`config.mk`:
```
export PLATFORM = sky130hd
export DESIGN_NAME = gobou_serial_vec
export DESIGN_NICKNAME = d
export VERILOG_FILES = /design/src/rtl/gobou_serial_vec.sv
export SDC_FILE = /design/constraint.sdc
export NUM_CORES = 1
export LEC_CHECK = 0
export CAP_MARGIN = 0
export CORE_MARGIN = 5
export CORE_UTILIZATION = 45
export CTS_CLUSTER_SIZE = 10
export DETAILED_ROUTE_END_ITERATION = 8
export GPL_TIMING_DRIVEN = 0
export PLACE_DENSITY = 0.77
export SETUP_SLACK_MARGIN = 0.5
export SKIP_CTS_REPAIR_TIMING = 1
export SLEW_MARGIN = 15
export SYNTH_ARGS = -nofsm -noshare
export SYNTH_HDL_FRONTEND = slang
export SYNTH_SLANG_ARGS = --single-unit
```
`constraint.sdc`:
```
create_clock -name clk -period 1.94 [get_ports clk]
set_clock_uncertainty 0.2 [all_clocks]
set_input_delay 0.291 -clock clk [delete_from_list [all_inputs] [get_ports clk]]
set_output_delay 0.291 -clock clk [all_outputs]
set_load 0.05 [all_outputs]
```
`src/rtl/gobou_serial_vec.sv`:
```
// Output serializer for the gobou FC engine: captures one word per core on a
// load pulse and drains them lane 0 first, one per cycle, with optional ReLU.
module gobou_serial_vec #(
  parameter int CORE   = 16,
  parameter int DWIDTH = 16,
  parameter int CNTW   = 5
) (
  input  logic                     clk,
  input  logic                     xrst,
  input  logic                     serial_we,
  input  logic                     relu_en,
  input  logic [CORE*DWIDTH-1:0]   in_data,
  output logic                     out_valid,
  output logic signed [DWIDTH-1:0] out_data,
  output logic [CNTW-1:0]          out_idx,
  output logic                     busy,
  output logic                     overrun
);

  localparam logic [CNTW-1:0] LAST = CNTW'(CORE);

  // cnt==0 is idle; cnt==k (1..CORE) is presenting lane k-1
  logic [CNTW-1:0]          cnt;
  logic [CORE*DWIDTH-1:0]   shreg;
  logic                     relu_q;
  logic                     ovr_q;
  logic                     draining;
  logic [DWIDTH-1:0]        lane0;

  assign draining = (cnt != '0);
  assign lane0    = shreg[DWIDTH-1:0];

  always_ff @(posedge clk) begin
    if (xrst) begin
      cnt    <= '0;
      shreg  <= '0;
      relu_q <= 1'b0;
      ovr_q  <= 1'b0;
    end else if (serial_we) begin
      shreg  <= in_data;
      relu_q <= relu_en;
      cnt    <= CNTW'(1);
      // reloading on the final drain cycle loses nothing, so no overrun then
      ovr_q  <= draining && (cnt != LAST);
    end else begin
      ovr_q <= 1'b0;
      if (draining) begin
        shreg <= shreg >> DWIDTH;
        cnt   <= (cnt == LAST) ? '0 : cnt + 1'b1;
      end
    end
  end

  always_comb begin
    out_valid = draining;
    busy      = draining;
    overrun   = ovr_q;
    out_data  = '0;
    out_idx   = '0;
    if (draining) begin
      out_idx  = cnt - 1'b1;
      out_data = (relu_q && lane0[DWIDTH-1]) ? '0 : $signed(lane0);
    end
  end

endmodule

```
== Word-level counts from Yosys, hierarchy flattened ==
Index checks and enable logic that the tools add are counted.
Widths: inputs -> output; s select.

* Output and inout bits: 24
* Logic and storage cells: 24
* Latch bits: 0
* Memory bits (read-only): 0
* Register bits after elaboration: 263
* Bits in writable memories: 0
* Input bits: 260
* Memories: 0

* Muxes and demuxes: 8
* $mul: 0
* $lt $le $gt $ge: 0
* Add/subtract/negate cells: 2
* Bitwise operators: 1
* Eq/ne operators: 2
* Reduce and logical (&&, ||, !) cells: 6
* Divide/modulo/power cells: 0
* Shift-type cells: 0

{| class="wikitable"
|+ Operators with widths
! operator !! count
|-
| $mux 256 || 2
|-
| $mux 16 || 2
|-
| $mux 5 || 2
|-
| $add 5x1->5 const B || 1
|-
| $eq 5x5->1 const B || 1
|-
| $ne 5x5->1 const B || 1
|-
| $reduce_bool 5->1 || 1
|-
| $sub 5x1->5 const B || 1
|-
| $reduce_or 2->1 || 2
|-
| $logic_and 1x1->1 || 2
|-
| $mux 1 || 2
|-
| $reduce_bool 2->1 || 1
|-
| $not 1->1 || 1
|}

== Logic depth before layout (Yosys ltp) ==
Gate-level depths: netlist of the first run.

* Depth in word-level cells: 4
* Gate-level depth with buffers: 8
* Depth with buffers taken out: 6

== Worst setup path after synthesis of the first run ==
OpenSTA, ideal clock, no wires.

* Path type: flip-flop to output port
* Start: register cnt[0]
* End: output port out_data[15]
* Cell stages (with the launch flop): 8
* Data required time: 1.449 ns
* Path buffers: 3
* Data arrival time: 2.417 ns
* Path slack: -0.968 ns
* Path through: dfxtp_1 -> inv_1 -> ha_1 -> nor4b_4 -> buf_6 -> buf_6 -> buf_2 -> nor3b_1

* Cells in the longest elaborated chain, start to end: 2

{| class="wikitable"
|+ Ends and longest elaborated chain
! item !! RTL line !! RTL
|-
| from (decl) || 23 || <nowiki>logic [CNTW-1:0] cnt;</nowiki>
|-
| from (signal assigned) || 49 || <nowiki>cnt <= (cnt == LAST) ? '0 : cnt + 1'b1;</nowiki>
|-
| $reduce_bool 5->1 || 30 || <nowiki>assign draining = (cnt != '0);</nowiki>
|-
| $mux 16 || 60 || <nowiki>if (draining) begin</nowiki>
|-
| to (decl) || 14 || <nowiki>output logic signed [DWIDTH-1:0] out_data,</nowiki>
|}

No other way between the ends.

== Worst setup path in the final report of the first run ==
* Start: register cnt[0]
* End: output port out_data[12]

Same word-level chain as after synthesis.

==> flow_summary.json, run 1 <==
{
  "crit_chain": "inv_4, ha_4, nor4b_4, buf_4, buf_6, a21oi_4, buf_6, and2_4, buf_8",
  "syn_nets": 1738,
  "synth_cells": 1476,
  "cap_violations": 0,
  "cp.arrival_ns": 2.20,
  "initial_core_util_pct": 45.6,
  "rsz0062_at_grt": "true",
  "drc": 0,
  "final_cell_mix": "dfxtp_1, nor3_1, clkdlybuf4s50_1",
  "worst-path-buf-inv": 5,
  "synth_compound_area_share_pct": 3.35,
  "ioPinCount": 284,
  "max_stage_delay_ns": 0.36,
  "grt_max_degree": 15,
  "cts_made_buffers": 30,
  "fin_area_um2": 18000,
  "wl_um": 44300,
  "setup_viol": 276,
  "synth_seq_area_share_pct": 46.0,
  "critPathTopFamily": "buffers and inverters",
  "powerDensity_nw_per_um2": 841,
  "layout_commonest_cell": "dfxtp_1",
  "use_met3_pct": 5.08,
  "synth-seq-cells": 263,
  "place.gp.congestion": 0.928,
  "cp_common_cell": "buf_6",
  "clockRootBuffer": "clkbuf_16",
  "critPathMaxFanout": 7,
  "synth-adder-area-share_pct": 0.219,
  "post-place-cells": 2087,
  "finish.utilization_pct": 71.7,
  "syn-cell-area_um2": 11400,
  "max_freq_mhz": 372,
  "first_global_vias": 12312,
  "clock-sinks": 263,
  "worst_pin_slew_ns": 0.996,
  "violations": "negative setup slack",
  "postSynthAreaPerCell_um2": 7.75,
  "yosysUniqueCellTypes": 30,
  "dr.pass1.iters": 5,
  "setup_tns_ns": -64.17,
  "drt_iter0_markers": 1205,
  "leakage_nw": 6.45,
  "ys_warn_count": 0,
  "end_kind": "primary output",
  "vias_per_cell": 5.91,
  "clockBufferDepth": 3,
  "layout_min_cycle_time_ns": 2.69,
  "use_met2_pct": 45.7,
  "busiest_layer": "met2",
  "slew_headroom_pct": 33.6,
  "vdd_drop_max_v": 0.000555,
  "grt_pass1_wl_um": 63600,
  "num_vias": 12852,
  "insertion_delay_ns": 0.55,
  "muxShareOfSynthArea_pct": 0.262,
  "cp-start-kind": "flop",
  "ant_nets": 0,
  "port_buffers": 281,
  "yosys.area_share.simple_pct": 42.5,
  "nNetsFinal": 2097,
  "cts_tree": "yes",
  "worst_ep_required_time_ns": 1.45,
  "drive_above_1_share_pct": 22.7,
  "coreArea_um2": 25100,
  "synth_top_family_by_area": "simple AND/OR/NAND/NOR gates",
  "antenna_found_initial": 5,
  "critPathKind": "flop to primary output",
  "placed_area_um2": 15800,
  "dp_hpwl_um": 31600,
  "hold_viol": 0,
  "synthXorXnorAreaFrac_pct": 0.306,
  "area_growth_pct": 57.3,
  "die_area_um2": 28700,
  "fin_cells": 2173,
  "hp-class": "primary input to flop",
  "htreeDepth": 1,
  "fp.dieH_um": 169,
  "synth_area_leaders": "dfxtp_1, nor3_1, nor4_1, nor2_1, clkbuf_1",
  "drv_slew": 0,
  "finalCritPeriodShare_pct": 138,
  "status": "finished, violations left",
  "grt_overflow": 0,
  "finalPower_mw": 15.1,
  "setup_ws_ns": -0.746,
  "met1_usage_pct": 35.0,
  "avgRoutedWirePerCell_um": 20.4,
  "synth_top_area_share_pct": 46.0,
  "core.rowCount": 58,
  "crit_slowest_cell": "dfxtp_4",
  "grt.total_usage_pct": 27.0,
  "synth_top_area_cell": "dfxtp_1",
  "die_w_um": 169,
  "cts.reportedPaths.clkPinSlew_ns": 0.06
}
## flip-flops by register name, indices dropped and copies added (netlist names)
register / count
cnt: 5
relu_q: 1
overrun: 1
shreg: 256
## per-stage QoR
step                hold slack (ns)  setup slack (ns)
global route                  0.117            -0.806
global placement              0.275             -1.10
floorplan                     0.236            -0.148
detailed placement            0.277             -1.12
CTS                         -0.0371             -1.70
finish                        0.112            -0.746
## synthesized netlist by cell type
cell / count
a2111oi_1: 1
a2111oi_0: 31
a21oi_1: 18
a31oi_1: 1
xor2_1: 1
nand2b_1: 1
nand3_1: 17
nor4_1: 210
xnor2_1: 3
nor2_1: 261
buf_2: 19
buf_8: 1
buf_4: 3
nand3b_1: 1
dfxtp_1: 263
nor4b_4: 1
clkinv_1: 1
inv_1: 2
and2_1: 15
nor2b_1: 1
inv_2: 1
nor3_1: 452
nor3b_1: 2
o21ai_0: 1
nand2_1: 18
ha_1: 2
buf_1: 4
clkbuf_1: 122
mux2i_1: 3
buf_6: 20
## worst reg2reg max path, delay by kind of cell, from the launching register on
kind | cells | cell delay [ns]
adders and majority gates | 1 | 0.13
buffers and inverters | 9 | 1.10
DFF | 1 | 0.35
and+or+nand+nor | 3 | 0.47
## path summary, 6_finish.rpt
| kind | start | end | slack (ns) | cells past startpoint |
|---|---|---|---|---|
| min reg2reg | shreg[247] | shreg[247] | 0.28 | 2 |
| max reg2reg | cnt[0] | shreg[193] | -0.41 | 13 |
| max | cnt[0] | out_data[12] | -0.75 | 9 |
| min | in_data[255] | shreg[255] | 0.11 | 3 |
## kinds of logic (layout without fill, tap and decap cells)
kind of cell | Yosys count | after routing
simple gates | 979 | 979
flops | 263 | 263
buf+inv | 173 | 537
compound gates | 52 | 52
xor+xnor | 4 | 4
mux | 3 | 3
fa+ha+maj | 2 | 2
other cells | 0 | 3
## where the power goes
| group | total (mW) | internal, mW | switching [mW] |
|---|---|---|---|
| registers | 6.38 | 5.95 | 0.434 |
| clock network | 4.94 | 2.85 | 2.09 |
| logic | 3.81 | 1.87 | 1.94 |
## area by class of cell
type                    count  area [µm²]
plain buffers             169        1180
diodes                      3        7.51
well taps                 330         413
flip-flops and latches    263        5270
repair buffers            327        3490
multi-input cells        1040        6800
inverters                   4        25.0
fillers                  1925        7110
clock buffers              37         808
## per-layer routing
layer | wire (µm) | part of all wire (%)
met1 | 17700 | 40
met2 | 21600 | 49
met3 | 3430 | 7.7
met4 | 1590 | 3.6
met5 | 32 | 0.072
No activity file was read; power rests on OpenSTA's default activity.
==> run 2: changes to the inputs <==
Settings changed: CTS_BUF_LIST from default to sky130_fd_sc_hd__clkbuf_16.
==> flow_summary.json, run 2 (synthesis gave the netlist of run 1 again) <==
{
  "slew_headroom_pct": 27.8,
  "cp.arrival_ns": 2.20,
  "whs_endpoint": "shreg[255]",
  "max_stage_delay_ns": 0.36,
  "wl_um": 44200,
  "regToRegEndpoint": "shreg[193]",
  "cts.reportedPaths.clkPinSlew_ns": 0.06,
  "worst_pin_slew_ns": 1.08,
  "cp_common_cell": "buf_6",
  "critPathKind": "flop to primary output",
  "worstHoldStart": "in_data[255]",
  "clock-sinks": 263,
  "largest_register": "shreg",
  "hold_viol": 0,
  "clockRootBuffer": "clkbuf_16",
  "htreeDepth": 1,
  "setup_ws_ns": -0.748,
  "core.rowCount": 58,
  "cts_tree": "yes",
  "place.gp.congestion": 0.928,
  "crit_chain": "inv_4, ha_4, nor4b_4, buf_4, buf_6, a21oi_4, buf_6, and2_4, buf_8",
  "fp.dieH_um": 169,
  "antenna_found_initial": 3,
  "finish.utilization_pct": 71.7,
  "dp_hpwl_um": 31600,
  "finalPower_mw": 15.1,
  "rr_worst_depth": 13,
  "first_global_vias": 12311,
  "nNetsFinal": 2097,
  "die_area_um2": 28700,
  "final_cell_mix": "dfxtp_1, nor3_1, clkdlybuf4s50_1",
  "critPathTopFamily": "buffers and inverters",
  "coreArea_um2": 25100,
  "setup_viol": 276,
  "clockBufferDepth": 3,
  "drt_iter0_markers": 1148,
  "layout_commonest_cell": "dfxtp_1",
  "die_w_um": 169,
  "finalCritPeriodShare_pct": 139,
  "insertion_delay_ns": 0.55,
  "worst-path-buf-inv": 5,
  "hp-class": "primary input to flop",
  "port_buffers": 281,
  "leakage_nw": 6.47,
  "critPathMaxFanout": 7,
  "reg2reg_slack_ns": -0.40,
  "area_growth_pct": 57.4,
  "largest_reg_flops": 256,
  "grt_overflow": 0,
  "violations": "negative setup slack",
  "post-place-cells": 2087,
  "vias_per_cell": 5.87,
  "cp-start-kind": "flop",
  "drive_above_1_share_pct": 22.7,
  "end_kind": "primary output",
  "grt_pass1_wl_um": 63600,
  "vdd_drop_max_v": 0.000553,
  "rsz0062_at_grt": "true",
  "cap_violations": 0,
  "max_freq_mhz": 372,
  "drv_slew": 0,
  "hold_path_depth": 3,
  "initial_core_util_pct": 45.6,
  "avgRoutedWirePerCell_um": 20.3,
  "crit_cells": 9,
  "cts_made_buffers": 30,
  "ioPinCount": 284,
  "grt.total_usage_pct": 27.0,
  "ant_nets": 0,
  "top_regs": "shreg (256), cnt (5)",
  "powerDensity_nw_per_um2": 837,
  "layout_min_cycle_time_ns": 2.69,
  "fin_cells": 2171,
  "num_vias": 12735,
  "dr.pass1.iters": 5,
  "drc": 0,
  "status": "finished, violations left",
  "crit_slowest_cell": "dfxtp_4",
  "grt_max_degree": 15,
  "worst_ep_required_time_ns": 1.45,
  "r2r-start": "cnt[0]"
}
run 2: cell types whose count changed in the layout (fill, tap and decap cells not counted), sizes merged:
cell	before	now
clkinv	1	2
inv	3	8
clkbuf	167	162
diode	3	1
buf	108	107
run 2: layout make-up:
cell class,count,area (µm²)
inverters,4,25.0
flip-flops and latches,263,5270
clock inverters,6,22.5
repair buffers,327,3490
plain buffers,169,1180
multi-input cells,1040,6840
diodes,1,2.50
well taps,330,413
clock buffers,31,776
fillers,1921,7100
run 2: stage by stage:
step | TNS [ns] | hold slack [ns] | setup WS (ns) | cell area, µm²
2_1_floorplan | -1.88 | 0.236 | -0.148 | 12500
3_3_place_gp | -86.86 | 0.275 | -1.10 | 15800
3_5_place_dp | -99.90 | 0.277 | -1.12 | 15800
4_1_cts | -65.11 | -0.0372 | -1.70 | 16600
5_1_grt | -87.00 | 0.117 | -0.805 | 18000
6_report | -63.91 | 0.112 | -0.748 | 18000
run 2: metal layers:
layer,part of all wire [%],GRT usage (%),up-vias
li1,-,-,6061
met5,0.072,0,-
met3,7.2,5.08,97
met1,41,35.0,6018
met2,49,45.8,555
met4,3.3,8.47,4
run 2: worst reg2reg max path, delay by kind of cell, from the launching register on:
family / cells / cell delay [ns]
buffers and inverters: 9 / 1.09
adder cells (fa/ha/maj): 1 / 0.13
AND/OR/NAND/NOR: 3 / 0.47
flip-flops: 1 / 0.35
run 2: power breakdown:
| group | total (mW) | internal (mW) | switching [mW] |
|---|---|---|---|
| combinational | 3.82 | 1.88 | 1.95 |
| sequential | 6.38 | 5.95 | 0.431 |
| clock | 4.88 | 2.78 | 2.09 |
run 2: worst max-delay path by stage:
stage                      start      endpoint  slack, ns
after detailed placement  cnt[1]  out_data[14]      -1.12
after CTS                 cnt[1]  out_data[14]      -1.70
final                     cnt[0]  out_data[12]      -0.75
after global routing      cnt[0]  out_data[12]      -0.81
after global placement    cnt[0]  out_data[12]      -1.10
after floorplan           cnt[0]  out_data[15]      -0.15
==> run 3: changes to the inputs <==
Settings changed: RECOVER_POWER from default to 50.
==> flow_summary.json, run 3 (synthesis gave the netlist of run 1 again) <==
{
  "num_vias": 12738,
  "initial_core_util_pct": 45.6,
  "end_kind": "primary output",
  "highest_layer": "met5",
  "crit_slowest_cell": "dfxtp_4",
  "avgRoutedWirePerCell_um": 20.3,
  "crit_chain": "inv_4, ha_4, nor4b_4, buf_4, buf_6, a21oi_4, buf_6, and2_4, buf_8",
  "finalPower_mw": 15.1,
  "insertion_delay_ns": 0.55,
  "drive_above_1_share_pct": 22.7,
  "cts.reportedPaths.clkPinSlew_ns": 0.06,
  "max_freq_mhz": 372,
  "antenna_found_initial": 3,
  "htreeDepth": 1,
  "worst_ep_required_time_ns": 1.45,
  "pre_cts_slack_ns": -1.12,
  "hold_viol": 0,
  "worst_pin_slew_ns": 1.08,
  "core.rowCount": 58,
  "critPathMaxFanout": 7,
  "slew_headroom_pct": 27.7,
  "grt_pass1_wl_um": 63600,
  "powerDensity_nw_per_um2": 837,
  "die_w_um": 169,
  "leakage_nw": 6.47,
  "ioPinCount": 284,
  "layout_commonest_cell": "dfxtp_1",
  "layout_min_cycle_time_ns": 2.69,
  "hp-class": "primary input to flop",
  "cp_common_cell": "buf_6",
  "fp.dieH_um": 169,
  "cap_violations": 0,
  "m1WireLength_um": 18000,
  "wl_um": 44200,
  "dp_hpwl_um": 31600,
  "max_stage_delay_ns": 0.36,
  "coreArea_um2": 25100,
  "drc": 0,
  "setup_ws_ns": -0.748,
  "grt.total_usage_pct": 27.0,
  "port_buffers": 281,
  "setup_viol": 276,
  "rr_worst_depth": 13,
  "regToRegEndpoint": "shreg[193]",
  "grt_max_degree": 15,
  "cp-endpoint": "out_data[12]",
  "cts_made_buffers": 30,
  "wl_met3_um": 3120,
  "final_cell_mix": "dfxtp_1, nor3_1, clkdlybuf4s50_1",
  "fin_cells": 2171,
  "vias_per_cell": 5.87,
  "drt_iter0_markers": 1149,
  "cp.arrival_ns": 2.20,
  "violations": "negative setup slack",
  "grt_overflow": 0,
  "die_area_um2": 28700,
  "post-place-cells": 2087,
  "first_global_vias": 12311,
  "r2r-start": "cnt[0]",
  "met2_length_um": 21600,
  "critPathKind": "flop to primary output",
  "cts_tree": "yes",
  "vdd_drop_max_v": 0.000554,
  "largest_reg_flops": 256,
  "clock-sinks": 263,
  "rsz0062_at_grt": "true",
  "status": "finished, violations left",
  "finalCritPeriodShare_pct": 139,
  "clockRootBuffer": "clkbuf_16",
  "ant_nets": 0,
  "cp-start-kind": "flop",
  "clockBufferDepth": 3,
  "reg2reg_slack_ns": -0.40,
  "place.gp.congestion": 0.928,
  "area_growth_pct": 57.4,
  "fillers": 1919,
  "nNetsFinal": 2097,
  "drv_slew": 0,
  "dr.pass1.iters": 5,
  "critPathLaunch": "cnt[0]",
  "top_regs": "shreg (256), cnt (5)",
  "largest_register": "shreg"
}
==> run 3: cell count changes in the layout (fill, tap and decap cells not counted) <==
cell / delta
clkbuf_1: +3
buf_2: -1
buf_1: -2
==> run 3: worst max-delay path, delay by kind of cell, from the launching register on <==
family / cells / cell delay, ns
flops: 1 / 0.36
fa+ha+maj: 1 / 0.15
compound gates: 1 / 0.23
simple gates: 2 / 0.29
buf+inv: 5 / 0.63
==> run 3: final cells by class <==
type | count | area (µm²) | share of cell area, %
antenna | 1 | 2.50 | 0.0139
sequential | 263 | 5270 | 29.3
tap | 330 | 413 | 2.29
buffer | 169 | 1180 | 6.54
timing repair buffer | 327 | 3490 | 19.4
clock buffer | 31 | 776 | 4.31
clock inverter | 6 | 22.5 | 0.125
multi-input combinational | 1040 | 6840 | 37.9
inverter | 4 | 25.0 | 0.139
==> run 3: worst min-delay path by stage <==
stage / start / endpoint / slack (ns) / cells past startpoint
after floorplan: in_data[240] / shreg[240] / 0.24 / 2
after global placement: shreg[250] / shreg[250] / 0.27 / 2
after detailed placement: shreg[250] / shreg[250] / 0.28 / 2
after CTS: xrst / shreg[22] / -0.04 / 2
after global routing: in_data[254] / shreg[254] / 0.12 / 3
final: in_data[255] / shreg[255] / 0.11 / 3
==> run 3: where the power goes <==
| group | switching [mW] | leakage (nW) | internal, mW |
|---|---|---|---|
| clock | 2.09 | 0.410 | 2.78 |
| combinational | 1.95 | 3.87 | 1.87 |
| sequential | 0.432 | 2.19 | 5.95 |
| total | 4.47 | 6.47 | 10.6 |
==> run 3: routing by layer <==
metal	vias up	global-route usage, %
met4	4	8.47
li1	6061	-
met1	6006	35.0
met3	97	5.08
met2	570	45.8
met5	-	0
==> run 3: metrics by stage <==
stage / instance area [µm²] / util [%] / hold WS (ns) / setup TNS [ns]
after floorplan: 12500 / - / 0.236 / -1.88
after global placement: 15800 / 62.8 / 0.275 / -86.86
after detailed placement: 15800 / 62.8 / 0.277 / -99.90
after CTS: 16600 / 66.0 / -0.0372 / -65.11
after global routing: 18000 / 71.7 / 0.117 / -87.00
final: 18000 / 71.7 / 0.112 / -63.86
